===== config.mk =====
export PLATFORM = sky130hd
export DESIGN_NAME = gate_model_bist_ctrl
export DESIGN_NICKNAME = d
export VERILOG_FILES = /design/src/rtl/gate_bist_pkg.sv /design/src/rtl/bist_shift_reg.sv /design/src/rtl/gate_model_bist_ctrl.sv
export SDC_FILE = /design/constraint.sdc
export NUM_CORES = 1
export LEC_CHECK = 0
export ABC_CLOCK_PERIOD_IN_PS = 7100
export CORE_MARGIN = 2
export CORE_UTILIZATION = 54
export DETAILED_ROUTE_END_ITERATION = 16
export GPL_TIMING_DRIVEN = 0
export PLACE_DENSITY = 0.86
export SYNTH_ARGS = -nofsm -noshare
export SYNTH_HDL_FRONTEND = slang
export SYNTH_SLANG_ARGS = --single-unit

===== constraint.sdc =====
create_clock -name clk -period 7.1 [get_ports clk]
set_clock_uncertainty 0.15 [all_clocks]
set_input_delay 1.42 -clock clk [delete_from_list [all_inputs] [get_ports clk]]
set_output_delay 1.42 -clock clk [all_outputs]
set_load 0.005 [all_outputs]

===== src/rtl/gate_bist_pkg.sv =====
// Shared types and constants for the gate-model BIST sequencer.
package gate_bist_pkg;

  typedef enum logic [1:0] {
    StIdle,
    StApply,
    StDone
  } bist_state_e;

  // Feedback tap paired with the MSB: x^20+x^17+1 -> l[19]^l[16], x^10+x^7+1 -> m[9]^m[6].
  localparam int unsigned LfsrTap = 16;
  localparam int unsigned MisrTap = 6;

  localparam int unsigned DefNIn    = 20;
  localparam int unsigned DefNOut   = 10;
  localparam int unsigned DefSettle = 2;
  localparam int unsigned DefCntW   = 16;

  // Settle counter width; SETTLE is limited to 0..15.
  localparam int unsigned SettleW = 4;

endpackage


===== src/rtl/bist_shift_reg.sv =====
// Left-shifting feedback register: bit 0 takes q[MSB]^q[Tap].
// With ParEn set, a parallel word is XORed in on each shift (MISR mode).
module bist_shift_reg #(
  parameter int unsigned Width = 10,
  parameter int unsigned Tap   = 6,
  parameter bit          ParEn = 1'b0
) (
  input  logic             clk,
  input  logic             rst_n,
  input  logic             load,
  input  logic [Width-1:0] load_val,
  input  logic             en,
  input  logic [Width-1:0] par_in,
  output logic [Width-1:0] q
);

  logic [Width-1:0] q_q, q_d, shifted;

  // Next value: load has priority over a shift step.
  always_comb begin
    shifted = {q_q[Width-2:0], q_q[Width-1] ^ q_q[Tap]};
    if (ParEn) begin
      shifted = shifted ^ par_in;
    end
    q_d = q_q;
    if (load) begin
      q_d = load_val;
    end else if (en) begin
      q_d = shifted;
    end
  end

  // State register.
  always_ff @(posedge clk or negedge rst_n) begin
    if (!rst_n) begin
      q_q <= '0;
    end else begin
      q_q <= q_d;
    end
  end

  assign q = q_q;

endmodule


===== src/rtl/gate_model_bist_ctrl.sv =====
// BIST sequencer: LFSR patterns held SETTLE+1 cycles, responses folded into a MISR,
// signature compared to a latched golden value at the end of the run.
module gate_model_bist_ctrl
  import gate_bist_pkg::*;
#(
  parameter int unsigned N_IN   = DefNIn,
  parameter int unsigned N_OUT  = DefNOut,
  parameter int unsigned SETTLE = DefSettle,
  parameter int unsigned CNT_W  = DefCntW
) (
  input  logic             clk,
  input  logic             rst_n,
  input  logic             start,
  input  logic             abort,
  input  logic [N_IN-1:0]  seed,
  input  logic [CNT_W-1:0] num_patterns,
  input  logic [N_OUT-1:0] expected,
  output logic [N_IN-1:0]  pat_out,
  input  logic [N_OUT-1:0] resp_in,
  output logic             busy,
  output logic             done,
  output logic             pass,
  output logic [N_OUT-1:0] signature,
  output logic [CNT_W-1:0] pat_cnt
);

  bist_state_e        state_q, state_d;
  logic [SettleW-1:0] settle_q, settle_d;
  logic [CNT_W-1:0]   cnt_q, cnt_d, cnt_inc;
  logic [CNT_W-1:0]   num_q, num_d;
  logic [N_OUT-1:0]   exp_q, exp_d;

  logic            lfsr_load, lfsr_en, misr_load, misr_en;
  logic [N_IN-1:0] seed_eff;
  logic            hold_last;

  // A zero seed would lock the LFSR at zero.
  assign seed_eff  = (seed == '0) ? N_IN'(1) : seed;
  assign hold_last = (settle_q == SettleW'(SETTLE));
  assign cnt_inc   = cnt_q + CNT_W'(1);

  // Next-state logic and datapath strobes; abort overrides everything.
  always_comb begin
    state_d   = state_q;
    settle_d  = settle_q;
    cnt_d     = cnt_q;
    num_d     = num_q;
    exp_d     = exp_q;
    lfsr_load = 1'b0;
    lfsr_en   = 1'b0;
    misr_load = 1'b0;
    misr_en   = 1'b0;
    if (abort) begin
      state_d = StIdle;
    end else begin
      unique case (state_q)
        StIdle, StDone: begin
          if (start) begin
            lfsr_load = 1'b1;
            misr_load = 1'b1;
            cnt_d     = '0;
            settle_d  = '0;
            num_d     = num_patterns;
            exp_d     = expected;
            state_d   = (num_patterns == '0) ? StDone : StApply;
          end
        end
        StApply: begin
          if (hold_last) begin
            settle_d = '0;
            misr_en  = 1'b1;
            cnt_d    = cnt_inc;
            if (cnt_inc == num_q) begin
              // Keep the last applied pattern on pat_out while in DONE.
              state_d = StDone;
            end else begin
              lfsr_en = 1'b1;
            end
          end else begin
            settle_d = settle_q + SettleW'(1);
          end
        end
        default: state_d = StIdle;
      endcase
    end
  end

  // Control and counter registers.
  always_ff @(posedge clk or negedge rst_n) begin
    if (!rst_n) begin
      state_q  <= StIdle;
      settle_q <= '0;
      cnt_q    <= '0;
      num_q    <= '0;
      exp_q    <= '0;
    end else begin
      state_q  <= state_d;
      settle_q <= settle_d;
      cnt_q    <= cnt_d;
      num_q    <= num_d;
      exp_q    <= exp_d;
    end
  end

  bist_shift_reg #(
    .Width(N_IN),
    .Tap  (LfsrTap),
    .ParEn(1'b0)
  ) u_lfsr (
    .clk     (clk),
    .rst_n   (rst_n),
    .load    (lfsr_load),
    .load_val(seed_eff),
    .en      (lfsr_en),
    .par_in  ('0),
    .q       (pat_out)
  );

  bist_shift_reg #(
    .Width(N_OUT),
    .Tap  (MisrTap),
    .ParEn(1'b1)
  ) u_misr (
    .clk     (clk),
    .rst_n   (rst_n),
    .load    (misr_load),
    .load_val('0),
    .en      (misr_en),
    .par_in  (resp_in),
    .q       (signature)
  );

  assign busy    = (state_q == StApply);
  assign done    = (state_q == StDone);
  assign pass    = done && (signature == exp_q);
  assign pat_cnt = cnt_q;

endmodule


==> flow_metrics.tcl, run 1 <==
set metrics [dict create \
    status "finished, final reports clean" \
    maxSlewViolCount 0 \
    combinationalPowerShare_pct 31.6 \
    use_met1_pct 37.42 \
    hold-worst-slack_ns 0.3518 \
    cp_data_arrival_time_ns 1.96 \
    cts_inserted_buffers 9 \
    synth_top_cell_area_share_pct 42.66 \
    startpoint_type "flip-flop" \
    yosys-top-cells-count "nand2_1 (117), dfrtp_1 (78), nor2_1 (61)" \
    cts_max_path_buffers 2 \
    synth_most_common_cell "nand2_1" \
    synth_edf_count 0 \
    synth_warnings 0 \
    dr.first_iter.drc_count 310 \
    required_ns 5.53 \
    hold_class "flip-flop to flip-flop" \
    remaining_drc_errors 0 \
    netSwitchingPower_uw 474.5 \
    clk_pin_slew_ns 0.09 \
    grtUsageMet2_pct 47.57 \
    endpoint_kind "output port" \
    power_leakage_nw 2.562 \
    core-area_mm2 0.008217 \
    cp_max_fo 4 \
    peakVddDrop_uv 154.5 \
    use_met3_pct 5.873 \
    crit_buf_inv 1 \
    setup_viol 0 \
    dieArea_mm2 0.009226 \
    nets 733 \
    internal_power_uw 970.0 \
    synth_largest_area_cell "dfrtp_1" \
    hold_viol 0 \
    ys_seq_area_share_pct 42.66 \
    hpwlAfterDp_um 9555 \
    synthTopCellsByArea "dfrtp_1 (43%), nand2_1 (9.6%), o21ai_0 (6.3%)" \
    worst_slack_ns 3.568 \
    grt_pass1_wl_um 20510 \
    timing.fmax_mhz 283.1 \
    tightest_slew_ns 0.7132 \
    syn_area_per_cell_um2 8.319 \
    synth_ff_type "dfrtp_1" \
    p_sw_share_pct 32.85 \
    top_usage_layer "met2" \
    grt_pass1_vias 4360 \
    io_pins 109 \
    drive_gt1_share_pct 7.259 \
    dp_slack_ns 3.398 \
    die_h_um 96.05 \
    clkPwrFrac_pct 26.6 \
    postCtsHoldBufs 0 \
    detail-route-antenna-nets 0 \
    grt_overflow 0 \
    synth_cells 550 \
    die_width_um 96.05 \
    cts_root_buf "clkbuf_8" \
    antenna_found_initial 0 \
    synth_area_mm2 0.004576 \
    antenna_cells 0 \
    max_slew_margin_pct 52.13 \
    area_delta_synth_final_pct 32.10 \
    tns_ns 0 \
    cpLargestDelayFamily "buffers and inverters" \
    finalCritPeriodShare_pct 49.74 \
    power_density_mw_per_mm2 239.0 \
    stdcell_count 780 \
    cts_resized 0 \
    synth-seq-cells 78 \
    postCtsSetupRepairBufs 0 \
    cp_slowest_cell "clkdlybuf4s50_1" \
    wirelength_um 12770 \
    h-tree-depth 3 \
    dp_cells 764 \
    clkSinkCount 78 \
    port_buffers 108 \
    syn_nets 613 \
    cpPeakStageDelay_ns 0.55 \
    num_rows 33 \
    gp_congestion 0.9275 \
    path_cells "xnor2_1 -> nand4_1 -> nor3_1 -> clkdlybuf4s50_1" \
    critical_path_class "flip-flop to output port" \
    clk_latency_ns 0.36 \
    num_vias 4514 \
    grt_max_degree 59 \
    ys_types 55 \
    via_per_inst 5.787 \
    p_seq_share_pct 41.8 \
    final_core_util_pct 73.56 \
    first_pass_iters 5 \
    post_drt_wl_per_cell_um 16.37 \
    rsz0062_at_grt "no" \
    drv_cap 0 \
    ys_async_sr_fraction_pct 100.0 \
    start_util_pct 55.69 \
    min_period_ns 3.532 \
    cts_tree "built" \
    grt_usage_pct 28.79 \
]
==> per-layer routing <==
metal	up-vias	routed length (µm)
met5	-	0
met2	200	6133
li1	2154	-
met3	27	1001
met4	0	244
met1	2133	5391
==> state kept, by name, summed over array words and instances (netlist names) <==
| signal | count |
|---|---|
| u_lfsr.q | 20 |
| num_q | 16 |
| pat_cnt | 16 |
| exp_q | 10 |
| u_misr.q | 10 |
| settle_q | 4 |
| state_q | 2 |
==> cell usage in the layout, fill, tap and decap left out, types with 3 or more instances in the layout <==
cell type	instances
clkdlybuf4s50_1	107
nand4_1	12
clkbuf_8	10
clkbuf_1	24
buf_2	6
nor3_1	10
dfrtp_1	78
nor2b_1	3
nor4_1	9
and2_1	6
inv_1	9
or3_1	3
nand2_1	117
ha_1	3
o211ai_2	10
o31ai_1	7
xnor2_1	30
nand3_1	18
o211ai_1	8
xor2_1	11
nor2_1	61
a21oi_1	20
a31oi_1	4
o21ai_0	58
==> worst reg2reg max path: cells and delay by family (launching register included) <==
family / cells / cell delay [ns]
buffers and inverters: 3 / 0.53
XOR/XNOR: 1 / 0.16
multiplexers: 1 / 0.16
AO/OA/AOI/OAI: 1 / 0.18
adder cells (fa/ha/maj): 1 / 0.33
AND/OR/NAND/NOR: 4 / 0.89
flip-flops: 1 / 0.49
==> path summary, 6_finish.rpt <==
kind / depth (start not counted) / slack (ns) / startpoint / endpoint
max in group asynchronous: 2 / 5.42 / rst_n / pat_cnt[12]
min reg2reg: 2 / 0.35 / exp_q[8] / exp_q[8]
max reg2reg: 11 / 4.14 / pat_cnt[0] / u_lfsr.q[8]
max: 4 / 3.57 / u_misr.q[3] / pass
min: 2 / 0.35 / exp_q[8] / exp_q[8]
min in group asynchronous: 1 / 0.79 / rst_n / num_q[11]
==> per-stage QoR <==
stage	instance area (µm²)	power, mW
floorplan	4576	0.8421
global placement	5788	1.039
detailed placement	5813	1.062
CTS	6045	1.445
global route	6045	1.525
finish	6045	1.444
==> power by group through the flow <==
stage / sequential [mW] / clock, mW / combinational, mW
global placement: 0.606 / 0 / 0.432
floorplan: 0.596 / 0 / 0.246
CTS: 0.602 / 0.386 / 0.457
detailed placement: 0.611 / 0 / 0.451
global route: 0.613 / 0.404 / 0.508
finish: 0.604 / 0.384 / 0.456
==> final cells by class <==
class                           count  area (µm²)
Clock inverter                      6       93.84
Fill cell                         632        2172
Buffer                             37       176.4
Inverter                            9       33.78
Multi-Input combinational cell    426        2414
Clock buffer                       10       137.6
Tap cell                          105       131.4
Sequential cell                    78        1952
Timing Repair Buffer              109        1106
==> cell families (layout without fill, tap and decap cells) <==
group	count (synthesis)	in the layout	share of synthesized area [%]
multiplexers	2	2	0.4375
buffers and inverters	46	171	4.594
XOR/XNOR	41	41	7.848
AO/OA/AOI/OAI	123	123	17.26
flip-flops	78	78	42.66
adder cells (fa/ha/maj)	3	3	0.8204
AND/OR/NAND/NOR	257	257	26.39
Note: power is estimated with default switching activity, not from simulation.
==> inputs of run 2 (changes only) <==
--- a/config.mk
+++ b/config.mk
@@ -5,12 +5,12 @@
 export SDC_FILE = /design/constraint.sdc
 export NUM_CORES = 1
 export LEC_CHECK = 0
-export ABC_CLOCK_PERIOD_IN_PS = 7100
+export ABC_CLOCK_PERIOD_IN_PS = 2950
 export CORE_MARGIN = 2
-export CORE_UTILIZATION = 54
+export CORE_UTILIZATION = 46
 export DETAILED_ROUTE_END_ITERATION = 16
 export GPL_TIMING_DRIVEN = 0
-export PLACE_DENSITY = 0.86
+export PLACE_DENSITY = 0.78
 export SYNTH_ARGS = -nofsm -noshare
 export SYNTH_HDL_FRONTEND = slang
 export SYNTH_SLANG_ARGS = --single-unit
==> constraint.sdc (replaced) <==
create_clock -name clk -period 2.95 [get_ports clk]
set_clock_uncertainty 0.15 [all_clocks]
set_input_delay 0.59 -clock clk [delete_from_list [all_inputs] [get_ports clk]]
set_output_delay 0.59 -clock clk [all_outputs]
set_load 0.005 [all_outputs]
==> run 2 against run 1 <==
Non-clock buffer count increased by 8. Clock power up 92%. Clock-buffer cell count is the same. Via count up 1.0%. Largest cell class unchanged. Largest power group unchanged.
==> flow_metrics.tcl, run 2 (synthesized netlist as in run 1, its figures left out) <==
set metrics [dict create \
    clkPwrFrac_pct 22.2 \
    top_usage_layer "met2" \
    final_common_cell "nand2_1" \
    fill_cells 871 \
    endpoint_kind "flip-flop" \
    clk_pin_slew_ns 0.08 \
    use_met3_pct 5.601 \
    use_met1_pct 33.44 \
    largest_register_ff_count 20 \
    dr.first_iter.drc_count 302 \
    worst_slack_ns 0.1681 \
    cp_data_arrival_time_ns 2.87 \
    grtUsageMet2_pct 40.35 \
    final_cell_mix "nand2_1 (117), clkdlybuf4s50_1 (107), dfrtp_1 (74), nor2_1 (61), o21ai_0 (56)" \
    antenna_cells 0 \
    remaining_drc_errors 0 \
    hold_class "primary input to async pin" \
    gp_congestion 0.8929 \
    tightest_slew_ns 0.6913 \
    die_width_um 103.7 \
    wirelength_um 13650 \
    critical_path_class "flip-flop to flip-flop" \
    h-tree-depth 3 \
    timing.fmax_mhz 359.5 \
    start_util_pct 47.03 \
    cts_tree "built" \
    dp_slack_ns -0.03720 \
    cts_root_buf "clkbuf_8" \
    status "finished, final reports clean" \
    cp_max_fo 10 \
    post_drt_wl_per_cell_um 16.71 \
    drv_cap 0 \
    cts_inserted_buffers 9 \
    tns_ns 0 \
    io_pins 109 \
    core-area_mm2 0.009729 \
    nets 742 \
    drive_gt1_share_pct 9.357 \
    grt_pass1_vias 4386 \
    stdcell_count 817 \
    maxSlewViolCount 0 \
    hold-worst-slack_ns 0.01154 \
    hold_viol 0 \
    dp_cells 792 \
    area_delta_synth_final_pct 33.96 \
    grt_max_degree 50 \
    peakVddDrop_uv 265.3 \
    p_seq_share_pct 43.8 \
    max_slew_margin_pct 53.82 \
    cts_max_path_buffers 2 \
    num_rows 36 \
    clk_latency_ns 0.36 \
    num_vias 4559 \
    internal_power_mw 2.173 \
    rsz0062_at_grt "no" \
    finalCritPeriodShare_pct 94.30 \
    final_core_util_pct 63.00 \
    clkSinkCount 78 \
    detail-route-antenna-nets 0 \
    grt_overflow 0 \
    die_h_um 103.7 \
    netSwitchingPower_mw 1.142 \
    port_buffers 108 \
    first_pass_iters 5 \
    min_period_ns 2.782 \
    grt_pass1_wl_um 21780 \
    startpoint_type "flip-flop" \
    via_per_inst 5.580 \
    grt_usage_pct 25.07 \
    required_ns 3.03 \
    power_density_mw_per_mm2 540.9 \
    power_leakage_nw 2.574 \
    dieArea_mm2 0.01076 \
    combinationalPowerShare_pct 34.0 \
    antenna_found_initial 0 \
    hpwlAfterDp_um 9952 \
    setup_viol 0 \
    p_sw_share_pct 34.45 \
]
-- run 2: cell types whose count changed in the layout (fill, tap and decap cells not counted), moves of 2 or more --
| cell | previous run | this run |
|---|---|---|
| o21ai_1 | 0 | 2 |
| bufinv_16 | 2 | 0 |
| clkinv_2 | 0 | 3 |
| dfrtp_2 | 0 | 4 |
| clkinvlp_4 | 1 | 3 |
| clkinv_4 | 2 | 0 |
| o21ai_0 | 58 | 56 |
| dfrtp_1 | 78 | 74 |
| buf_4 | 2 | 11 |
-- run 2: path summary, 6_finish.rpt --
path                             from  slack (ns)  cells after the start      endpoint
setup / recovery           pat_cnt[2]        0.17                     10   u_lfsr.q[6]
hold / removal                  rst_n        0.01                      1      num_q[6]
setup reg to reg           pat_cnt[2]        0.17                     10   u_lfsr.q[6]
hold reg to reg              num_q[4]        0.35                      2      num_q[4]
max in group asynchronous       rst_n        2.04                      2  u_lfsr.q[14]
min in group clk             num_q[4]        0.35                      2      num_q[4]
-- run 2: what timing repair did --
item,in CTS,in global routing
gates cloned,0,1
setup buffers,0,8
setup endpoints to repair,10,20
gates resized for setup,2,10
hold buffers,0,0
pin swaps,0,3
-- run 2: power groups by stage --
stage	Clock (mW)	Sequential [mW]	Combinational, mW
floorplan	0	1.44	0.591
detailed placement	0	1.47	1.08
finish	0.736	1.45	1.13
global placement	0	1.46	1.05
CTS	0.744	1.45	1.09
global route	0.794	1.48	1.24
-- run 2: final cells by class --
| class | instances | area, µm² | area share, % |
|---|---|---|---|
| Clock buffer | 10 | 137.6 | 2.245 |
| Tap cell | 133 | 166.4 | 2.715 |
| Inverter | 9 | 33.78 | 0.5511 |
| Sequential cell | 78 | 1957 | 31.92 |
| Multi-Input combinational cell | 427 | 2452 | 40.01 |
| Timing Repair Buffer | 117 | 1166 | 19.02 |
| Buffer | 37 | 178.9 | 2.919 |
| Clock inverter | 6 | 37.54 | 0.6124 |
-- run 2: metal layers --
| layer | wire (µm) | vias up |
|---|---|---|
| met5 | 0 | - |
| met1 | 5938 | 2158 |
| li1 | - | 2156 |
| met4 | 339 | 0 |
| met3 | 994 | 34 |
| met2 | 6379 | 211 |
-- run 2: critical path: stages (launching register included) --
cell,delay (ns)
dfrtp_1,0.36
buf_2,0.19
nand3_2,0.23
nor4_4,0.41
buf_4,0.19
and4b_1,0.19
or3_1,0.14
nand4_1,0.13
clkbuf_1,0.28
o21ai_0,0.27
o211ai_2,0.13
-- run 2: per-stage QoR --
step	instance area (µm²)	power, mW
global placement	5823	2.511
global route	6130	3.511
detailed placement	5848	2.555
floorplan	4576	2.027
finish	6130	3.315
CTS	6026	3.289
==> inputs of run 3 (changes only) <==
--- a/config.mk
+++ b/config.mk
@@ -8,6 +8,7 @@
 export ABC_CLOCK_PERIOD_IN_PS = 2950
 export CORE_MARGIN = 2
 export CORE_UTILIZATION = 46
+export CTS_CLUSTER_DIAMETER = 30
 export DETAILED_ROUTE_END_ITERATION = 16
 export GPL_TIMING_DRIVEN = 0
 export PLACE_DENSITY = 0.78
==> results of run 3 <==
Final layout, timing and power as in run 2 (identical DEF).
